## config.mk

```make
export PLATFORM = sky130hd
export DESIGN_NAME = prog_loader
export DESIGN_NICKNAME = d
export VERILOG_FILES = /design/src/rtl/prog_loader.sv
export SDC_FILE = /design/constraint.sdc
export NUM_CORES = 1
export LEC_CHECK = 0
export BUFFER_PORTS_ARGS = -buffer_cell sky130_fd_sc_hd__buf_2
export CAP_MARGIN = 25
export CELL_PAD_IN_SITES_DETAIL_PLACEMENT = 1
export CELL_PAD_IN_SITES_GLOBAL_PLACEMENT = 1
export CORE_ASPECT_RATIO = 1.25
export CORE_MARGIN = 10
export CORE_UTILIZATION = 41
export DETAILED_ROUTE_END_ITERATION = 10
export PLACE_DENSITY_LB_ADDON = 0.1
export SLEW_MARGIN = 25
export SYNTH_ARGS = -nofsm -noshare
export SYNTH_HDL_FRONTEND = slang
export SYNTH_SLANG_ARGS = --single-unit
```

## constraint.sdc

```tcl
create_clock -name clk -period 2.9 [get_ports clk]
set_input_delay 0.29 -clock clk [delete_from_list [all_inputs] [get_ports clk]]
set_output_delay 0.29 -clock clk [all_outputs]
set_load 0.1 [all_outputs]
```

## src/rtl/prog_loader.sv

```systemverilog
// UART boot loader: receives a 0xA5/count/words image and writes it into instruction memory.
// Define PROG_LOADER_CHECKSUM_EN to require a trailing XOR checksum byte on every frame.
module prog_loader #(
    parameter int CLK_HZ = 50000000,
    parameter int BAUD   = 115200,
    parameter int ADDR_W = 10
) (
    input  logic        clk,
    input  logic        rst_n,
    input  logic        uart_rx,
    output logic        im_we,
    output logic [31:0] im_waddr,
    output logic [31:0] im_wdata,
    output logic        cpu_run,
    output logic        err,
    output logic        busy
);

    localparam int DIV  = CLK_HZ / BAUD;
    localparam int HALF = DIV / 2;
    localparam int TW   = (DIV > 2) ? $clog2(DIV) : 1;
    localparam logic [TW-1:0] T_FULL = TW'(DIV - 1);
    localparam logic [TW-1:0] T_HALF = TW'(HALF - 1);
    localparam longint CAP = longint'(1) << ADDR_W;
    localparam logic [7:0] HDR = 8'hA5;

    // ---------------- RX front end ----------------
    typedef enum logic [1:0] {RX_IDLE, RX_START, RX_DATA, RX_STOP} rx_state_t;

    rx_state_t     rx_state, rx_nxt;
    logic          rx_meta, rx_sync, rx_prev;
    logic [TW-1:0] tmr;
    logic [2:0]    bit_idx;
    logic [7:0]    rx_byte;
    logic          half_hit, full_hit;
    logic          byte_valid, frame_err;

    assign half_hit = (tmr == T_HALF);
    assign full_hit = (tmr == T_FULL);

    always_ff @(posedge clk or negedge rst_n) begin
        if (!rst_n) rx_state <= RX_IDLE;
        else        rx_state <= rx_nxt;
    end

    always_comb begin
        rx_nxt = rx_state;
        case (rx_state)
            RX_IDLE:  if (rx_prev && !rx_sync) rx_nxt = RX_START;
            RX_START: if (half_hit) rx_nxt = rx_sync ? RX_IDLE : RX_DATA;
            RX_DATA:  if (full_hit && bit_idx == 3'd7) rx_nxt = RX_STOP;
            RX_STOP:  if (full_hit) rx_nxt = RX_IDLE;
            default:  rx_nxt = RX_IDLE;
        endcase
    end

    always_comb begin
        byte_valid = 1'b0;
        frame_err  = 1'b0;
        if (rx_state == RX_STOP && full_hit) begin
            byte_valid = rx_sync;
            frame_err  = !rx_sync;
        end
    end

    // Timer restarts at each sample point so later bits stay centred on the mid-start sample.
    always_ff @(posedge clk or negedge rst_n) begin
        if (!rst_n) begin
            rx_meta <= 1'b1;
            rx_sync <= 1'b1;
            rx_prev <= 1'b1;
            tmr     <= '0;
            bit_idx <= '0;
            rx_byte <= '0;
        end else begin
            rx_meta <= uart_rx;
            rx_sync <= rx_meta;
            rx_prev <= rx_sync;
            if (rx_state == RX_IDLE || (rx_state == RX_START && half_hit) || full_hit)
                tmr <= '0;
            else
                tmr <= tmr + 1'b1;
            if (rx_state == RX_START)
                bit_idx <= '0;
            else if (rx_state == RX_DATA && full_hit) begin
                bit_idx <= bit_idx + 1'b1;
                rx_byte <= {rx_sync, rx_byte[7:1]};
            end
        end
    end

    // ---------------- Frame FSM ----------------
    typedef enum logic [2:0] {
        S_IDLE, S_CNT_LO, S_CNT_HI, S_DATA,
`ifdef PROG_LOADER_CHECKSUM_EN
        S_CSUM,
`endif
        S_RUN, S_FAIL
    } state_t;

    state_t      state, state_nxt;
    logic [7:0]  cnt_lo;
    logic [15:0] n_in, n_words, word_cnt;
    logic [1:0]  byte_idx;
    logic [23:0] word;
    logic        count_bad, last_byte;
`ifdef PROG_LOADER_CHECKSUM_EN
    logic [7:0]  csum;
`endif

    assign n_in      = {rx_byte, cnt_lo};
    assign count_bad = (n_in == 16'd0) || (longint'(n_in) > CAP);
    assign last_byte = (byte_idx == 2'd3) && (word_cnt == n_words - 16'd1);

    always_ff @(posedge clk or negedge rst_n) begin
        if (!rst_n) state <= S_IDLE;
        else        state <= state_nxt;
    end

    always_comb begin
        state_nxt = state;
        case (state)
            S_RUN:  state_nxt = S_RUN;
            S_FAIL: state_nxt = S_IDLE;
            default: begin
                if (frame_err)
                    state_nxt = S_FAIL;
                else if (byte_valid) begin
                    case (state)
                        S_IDLE:   if (rx_byte == HDR) state_nxt = S_CNT_LO;
                        S_CNT_LO: state_nxt = S_CNT_HI;
                        S_CNT_HI: state_nxt = count_bad ? S_FAIL : S_DATA;
                        S_DATA: if (last_byte) begin
`ifdef PROG_LOADER_CHECKSUM_EN
                            state_nxt = S_CSUM;
`else
                            state_nxt = S_RUN;
`endif
                        end
`ifdef PROG_LOADER_CHECKSUM_EN
                        S_CSUM:   state_nxt = (rx_byte == csum) ? S_RUN : S_FAIL;
`endif
                        default:  state_nxt = state;
                    endcase
                end
            end
        endcase
    end

    always_comb begin
        cpu_run = 1'b0;
        busy    = 1'b0;
        case (state)
            S_CNT_LO, S_CNT_HI, S_DATA: busy = 1'b1;
`ifdef PROG_LOADER_CHECKSUM_EN
            S_CSUM: busy = 1'b1;
`endif
            S_RUN:  cpu_run = 1'b1;
            default: ;
        endcase
    end

    // Datapath: counters, word assembly and the registered memory write port.
    always_ff @(posedge clk or negedge rst_n) begin
        if (!rst_n) begin
            im_we    <= 1'b0;
            im_waddr <= '0;
            im_wdata <= '0;
            err      <= 1'b0;
            cnt_lo   <= '0;
            n_words  <= '0;
            word_cnt <= '0;
            byte_idx <= '0;
            word     <= '0;
`ifdef PROG_LOADER_CHECKSUM_EN
            csum     <= '0;
`endif
        end else begin
            im_we <= 1'b0;
            if (state == S_IDLE && state_nxt == S_CNT_LO) begin
                err      <= 1'b0;
                word_cnt <= '0;
                byte_idx <= '0;
`ifdef PROG_LOADER_CHECKSUM_EN
                csum     <= '0;
`endif
            end
            if (state == S_CNT_LO && byte_valid)
                cnt_lo <= rx_byte;
            if (state == S_CNT_HI && state_nxt == S_DATA)
                n_words <= n_in;
            if (state == S_DATA && byte_valid) begin
                byte_idx <= byte_idx + 1'b1;
                word     <= {rx_byte, word[23:8]};
`ifdef PROG_LOADER_CHECKSUM_EN
                csum     <= csum ^ rx_byte;
`endif
                if (byte_idx == 2'd3) begin
                    im_we    <= 1'b1;
                    im_waddr <= {14'd0, word_cnt, 2'b00};
                    im_wdata <= {rx_byte, word};
                    word_cnt <= word_cnt + 16'd1;
                end
            end
            if (state_nxt == S_FAIL)
                err <= 1'b1;
        end
    end

endmodule

```

* Word level (Yosys, flattened, before mapping)
Index checks and enable logic that the tools add are counted.
Word-level totals: register bits 144, input bits 3, output and inout bits 68, word-level logic and storage cells 98
Cells by class: $add $sub $neg 5, order comparisons 1, equality and inequality tests 21, muxes and demuxes 29, bitwise logic cells 1, reductions and logical operators 24
Operator list (number):
- $mux W16 | 3
- $mux W3 | 7
- $add A16 B1 Y16 const B | 1
- $eq A16 B16 Y1 | 1
- $gt A16 B11 Y1 const B | 1
- $logic_not A16 Y1 | 1
- $sub A16 B1 Y16 const B | 1
- $mux W2 | 7
- $eq A3 B3 Y1 const B | 4
- $pmux W3 S4 | 1
- $logic_and A1 B1 Y1 | 10
- $add A9 B1 Y9 const B | 1
- $eq A3 B2 Y1 const B | 3
- $eq A9 B8 Y1 const B | 1
- $eq A9 B9 Y1 const B | 1
- $mux W9 | 1
- $eq A8 B8 Y1 const B | 1
- $mux W1 | 8
- $ne A2 B2 Y1 const B | 4
- $pmux W2 S4 | 1
- $eq A2 B2 Y1 const B | 3
- $eq A3 B1 Y1 const B | 2
- $pmux W3 S2 | 1
- $reduce_bool A2 Y1 | 3
- other kinds (11) | 14

* Logic depth before layout (Yosys ltp)
word-level depth 13, mapped depth 12, gate-level depth less buffers 10

* Worst setup path before layout
Ideal clock, no wire load.
path type register to register, from register n_words[0], to register n_words[10], setup time 0.125 ns, arrival 2.940 ns, setup slack -0.166 ns, cell stages (with the launch flop) 12, buffers on the path 2, cells stage by stage dfrtp_1 > inv_1 > ha_1 > or4b_4 > o2111a_1 > o2111ai_1 > nor4_2 > o21a_1 > or4b_1 > buf_2 > buf_6 > mux2_4
On the way: cells in the longest elaborated chain, start to end 10
RTL lines:
- start, declared | line 103 | logic [15:0] n_in, n_words, word_cnt;
- start signal, assigned | line 191 | n_words <= n_in;
- $sub A16 B1 Y16 | line 113 | assign last_byte = (byte_idx == 2'd3) && (word_cnt == n_words - 16'd1);
- $eq A16 B16 Y1 | line 113
- $logic_and A1 B1 Y1 | line 113
- $mux W3 | line 133 | S_DATA: if (last_byte) begin
- $pmux W3 S4 | line 129 | case (state)
- $mux W3 | line 128 | else if (byte_valid) begin
- $mux W3 | line 126 | if (frame_err)
- $pmux W3 S2 | line 122 | case (state)
- $eq A3 B2 Y1 | line 190 | if (state == S_CNT_HI && state_nxt == S_DATA)
- $logic_and A1 B1 Y1 | line 190
Every way passes these cells. A chain may end at the register's enable or synchronous reset.

* Final worst setup path
Ends and elaborated chain as after synthesis.

==> summary.txt <==
Yosys
  • Synth Area in Adders: 0.0151
  • Seq/Total Area, Yosys: 0.543
  • Post-synthesis simple-gate area fraction: 0.254
  • Synth cell types: between 50 and 60
  • Xor-xnor portion of the synthesized cell area: 0.0422
  • Largest family of logic cells by synthesized area: simple AND/OR/NAND/NOR gates
  • Largest cells by area after synthesis: dfrtp_1 (53%), nand2_1 (13%), mux2_2 (3.6%)
  • Gate Count Post-Synth: around 700
  • Ys async rst share: 1.00
  • Top-area cell type share of the netlist area: 0.531
  • Ys Warns: 0
  • Compound-gate portion of the synthesized area: 0.0553
  • EDFF count, synth: 0
  • Flop and latch count out of synthesis: about 140
  • Most common cell in the synthesized netlist: nand2_1
  • Mux cell area share after synthesis: 0.0484
  • Synth Area per Inst: 9.47 µm²
  • Post-synth top cells: nand2_1 (234), dfrtp_1 (141), nor2_1 (40), clkbuf_1 (25), mux2_2 (21)
  • Synth Flop Type: dfrtp_1
  • Cell taking the most area after synthesis: dfrtp_1
  • Synth Cell Area: 6650 µm²

CTS
  • H-tree levels: 4
  • CTS root buffer: clkbuf_16
  • CTS buffer count: 17
  • CTS max path bufs: 2
  • Sink Count: around 140
  • TritonCTS clock tree: built
  • Clock latency on the worst-skew pair: around 430 ps
  • Clock transition at the registers of the reported paths: 60 ps

Timing
  • Actual slew at the worst max-slew pin: roughly 750 ps
  • Slew Limit Fails: 0
  • Final Setup Violations: 11
  • RSZ-0062 raised after global routing: true
  • Min setup slack post-route: -88.1 ps
  • Max frequency: approximately 330 MHz
  • Final hold vios: 0
  • Clock Skews: ~13 ps
  • Max-slew headroom: 0.497
  • Fin Hold WS: ~360 ps
  • Setup TNS: -870 ps
  • Final period utilization: 1.03
  • Tmin final: between 2000 and 3000 ps

Worst setup path
  • R2R Path Start: n_words[0]
  • CP max FO: 8
  • Arr. time, crit path: 3300 ps
  • Crit path capture type: register
  • Reg2reg end: n_words[10]
  • Worst EP required: 3210 ps
  • Reg2Reg Setup Slack: -90 ps
  • Setup Crit Path Kind: reg2reg
  • CP Launch Type: register
  • Cells on worst reg2reg path: 10

Pwr
  • Power Internal: ~3.6 mW
  • Sw power: roughly 1.1 mW
  • Logic pwr share: 0.058
  • Peak supply drop: between 0.4 and 0.5 mV
  • P per Cell Area: between 500 and 600 nW/µm²
  • Clk network pwr share: 0.489
  • P_leak: about 4.3 nW
  • Net Sw Frac: 0.233
  • Seq pwr share: 0.454

Placed design
  • Post-Place Cells: 976
  • Placer Congestion: 0.754
  • I/O Buffers: 54
  • HPWL after DPL: approximately 12 mm

Floorplanning
  • Die Area: around 22000 µm²
  • Core Footprint: between 15000 and 20000 µm²
  • Die outline height: about 160 µm
  • Starting Density: 0.414
  • # rows: between 50 and 60
  • Die X: about 130 µm
  • Number of I/O pins: 71

Routing
  • Final antenna-violating net count: 0
  • Vias per cell: 5.03
  • Drc violations: 0
  • Via count: 5107
  • Drt pass-1 iters: 4
  • Drt initial violations: 148
  • Avg WL per Cell: around 16 µm
  • Detailed Route WL: between 15 and 20 mm

Run status
  • Failing checks: negative setup slack
  • Status: finished with violations

Min path
  • Hold worst-path end: rx_sync
  • Hold Crit Start: rx_meta
  • Hold Path Class: reg2reg
  • Hold Crit Depth: 0

Final layout
  • Nets: ~800
  • Area Growth Syn to Fin: 20.9%
  • Share of cells above drive strength 1: 0.210
  • Final Non-Filler Cells: ~1000
  • # diodes: 0
  • Fillers: 1871

Flow run
  • # Max-Cap Violations: 0

Global route
  • Largest net degree at the start of global routing: 63
  • Vias in the first global route: ~5600
  • GR Util All Layers: 0.158
  • Total global routing overflow: 0
  • First-pass GRT wire length: about 28 mm
  • Antenna violations before repair: 0
cells by family after synthesis:
kind of cell    after synthesis
flops                       144
fa+ha+maj                     8
simple gates                376
mux                          27
xor+xnor                     32
compound gates               58
other cells                   1
buf+inv                      56
metal layers:
layer	track usage	vias up	wire length, µm
li1	-	2457	-
met1	0.179	2569	6990
met2	0.279	63	8690
met3	0.0429	18	555
met4	0.0530	0	243
met5	0	-	0
power by group through the flow:
stage | clock [mW] | combinational [mW] | sequential, mW
floorplan | 0 | 0.234 | 2.13
global placement | 0 | 0.266 | 2.16
detailed placement | 0 | 0.270 | 2.16
CTS | 2.35 | 0.275 | 2.12
global route | 2.43 | 0.304 | 2.13
finish | 2.29 | 0.270 | 2.12
through the flow:
stage                     instance area (µm²)   util  setup slack (ps)  total power, mW
after floorplan                          6740      -              -128             2.36
after global placement                   7320  0.456             -34.8             2.42
after detailed placement                 7320  0.456              -101             2.43
after CTS                                7990  0.497             -84.5             4.75
after global routing                     8040  0.500              -183             4.87
final                                    8040  0.500             -88.1             4.68
what timing repair did:
action                                  in CTS  in global routing
cloned                                       1                  0
endpoints found under the hold margin       61                  0
hold buffers                                 2                  0
gates resized for setup                      4                  6
setup buffers                                2                  2
endpoints found under the setup margin      11                 19
pin swaps                                    3                  4
area by class of cell:
class | instances | area, µm² | area share
Inverter | 11 | 41.3 | 0.00514
Clock inverter | 10 | 161 | 0.0201
Timing Repair Buffer | 95 | 613 | 0.0763
Sequential cell | 144 | 3610 | 0.449
Tap cell | 216 | 270 | 0.0336
Multi-Input combinational cell | 517 | 2890 | 0.360
Clock buffer | 22 | 454 | 0.0565
worst max-delay path by stage:
stage               depth (start not counted)        from           to  slack (ps)
CTS                                        10  n_words[0]   n_words[9]         -80
global route                               11  n_words[0]   n_words[4]        -180
floorplan                                  11  n_words[0]  n_words[10]        -130
finish                                     10  n_words[0]  n_words[10]         -90
global placement                           10  n_words[1]   n_words[7]         -30
detailed placement                         10  n_words[0]   n_words[9]        -100
registers in the layout, summed over array words and instances (netlist names), 3 cells and up, named ones only:
| name | count |
|---|---|
| bit_idx | 3 |
| cnt_lo | 8 |
| im_waddr | 16 |
| im_wdata | 32 |
| n_words | 16 |
| rx_byte | 8 |
| state | 3 |
| tmr | 9 |
| word | 24 |
| word_cnt | 16 |
cells in the final DEF, fill, tap and decap left out, drive strengths merged, types with 16 or more instances in the layout:
cell    synthesis  routed
a21oi          17      17
buf            20      93
clkbuf         25      22
conb            1      16
dfrtp         141     141
mux2           26      26
nand2         234     234
nor2           40      40
xor2           18      18
critical path: stages, from the launching register on:
cell and delay, ps:
dfrtp_1 380, inv_1 70, ha_2 160, or4b_4 520, o2111a_1 280, o2111ai_2 230
nor4_4 70, o21a_1 190, or4b_4 500, buf_8 160, mux2_4 290
(Power assumes the default switching activity.)
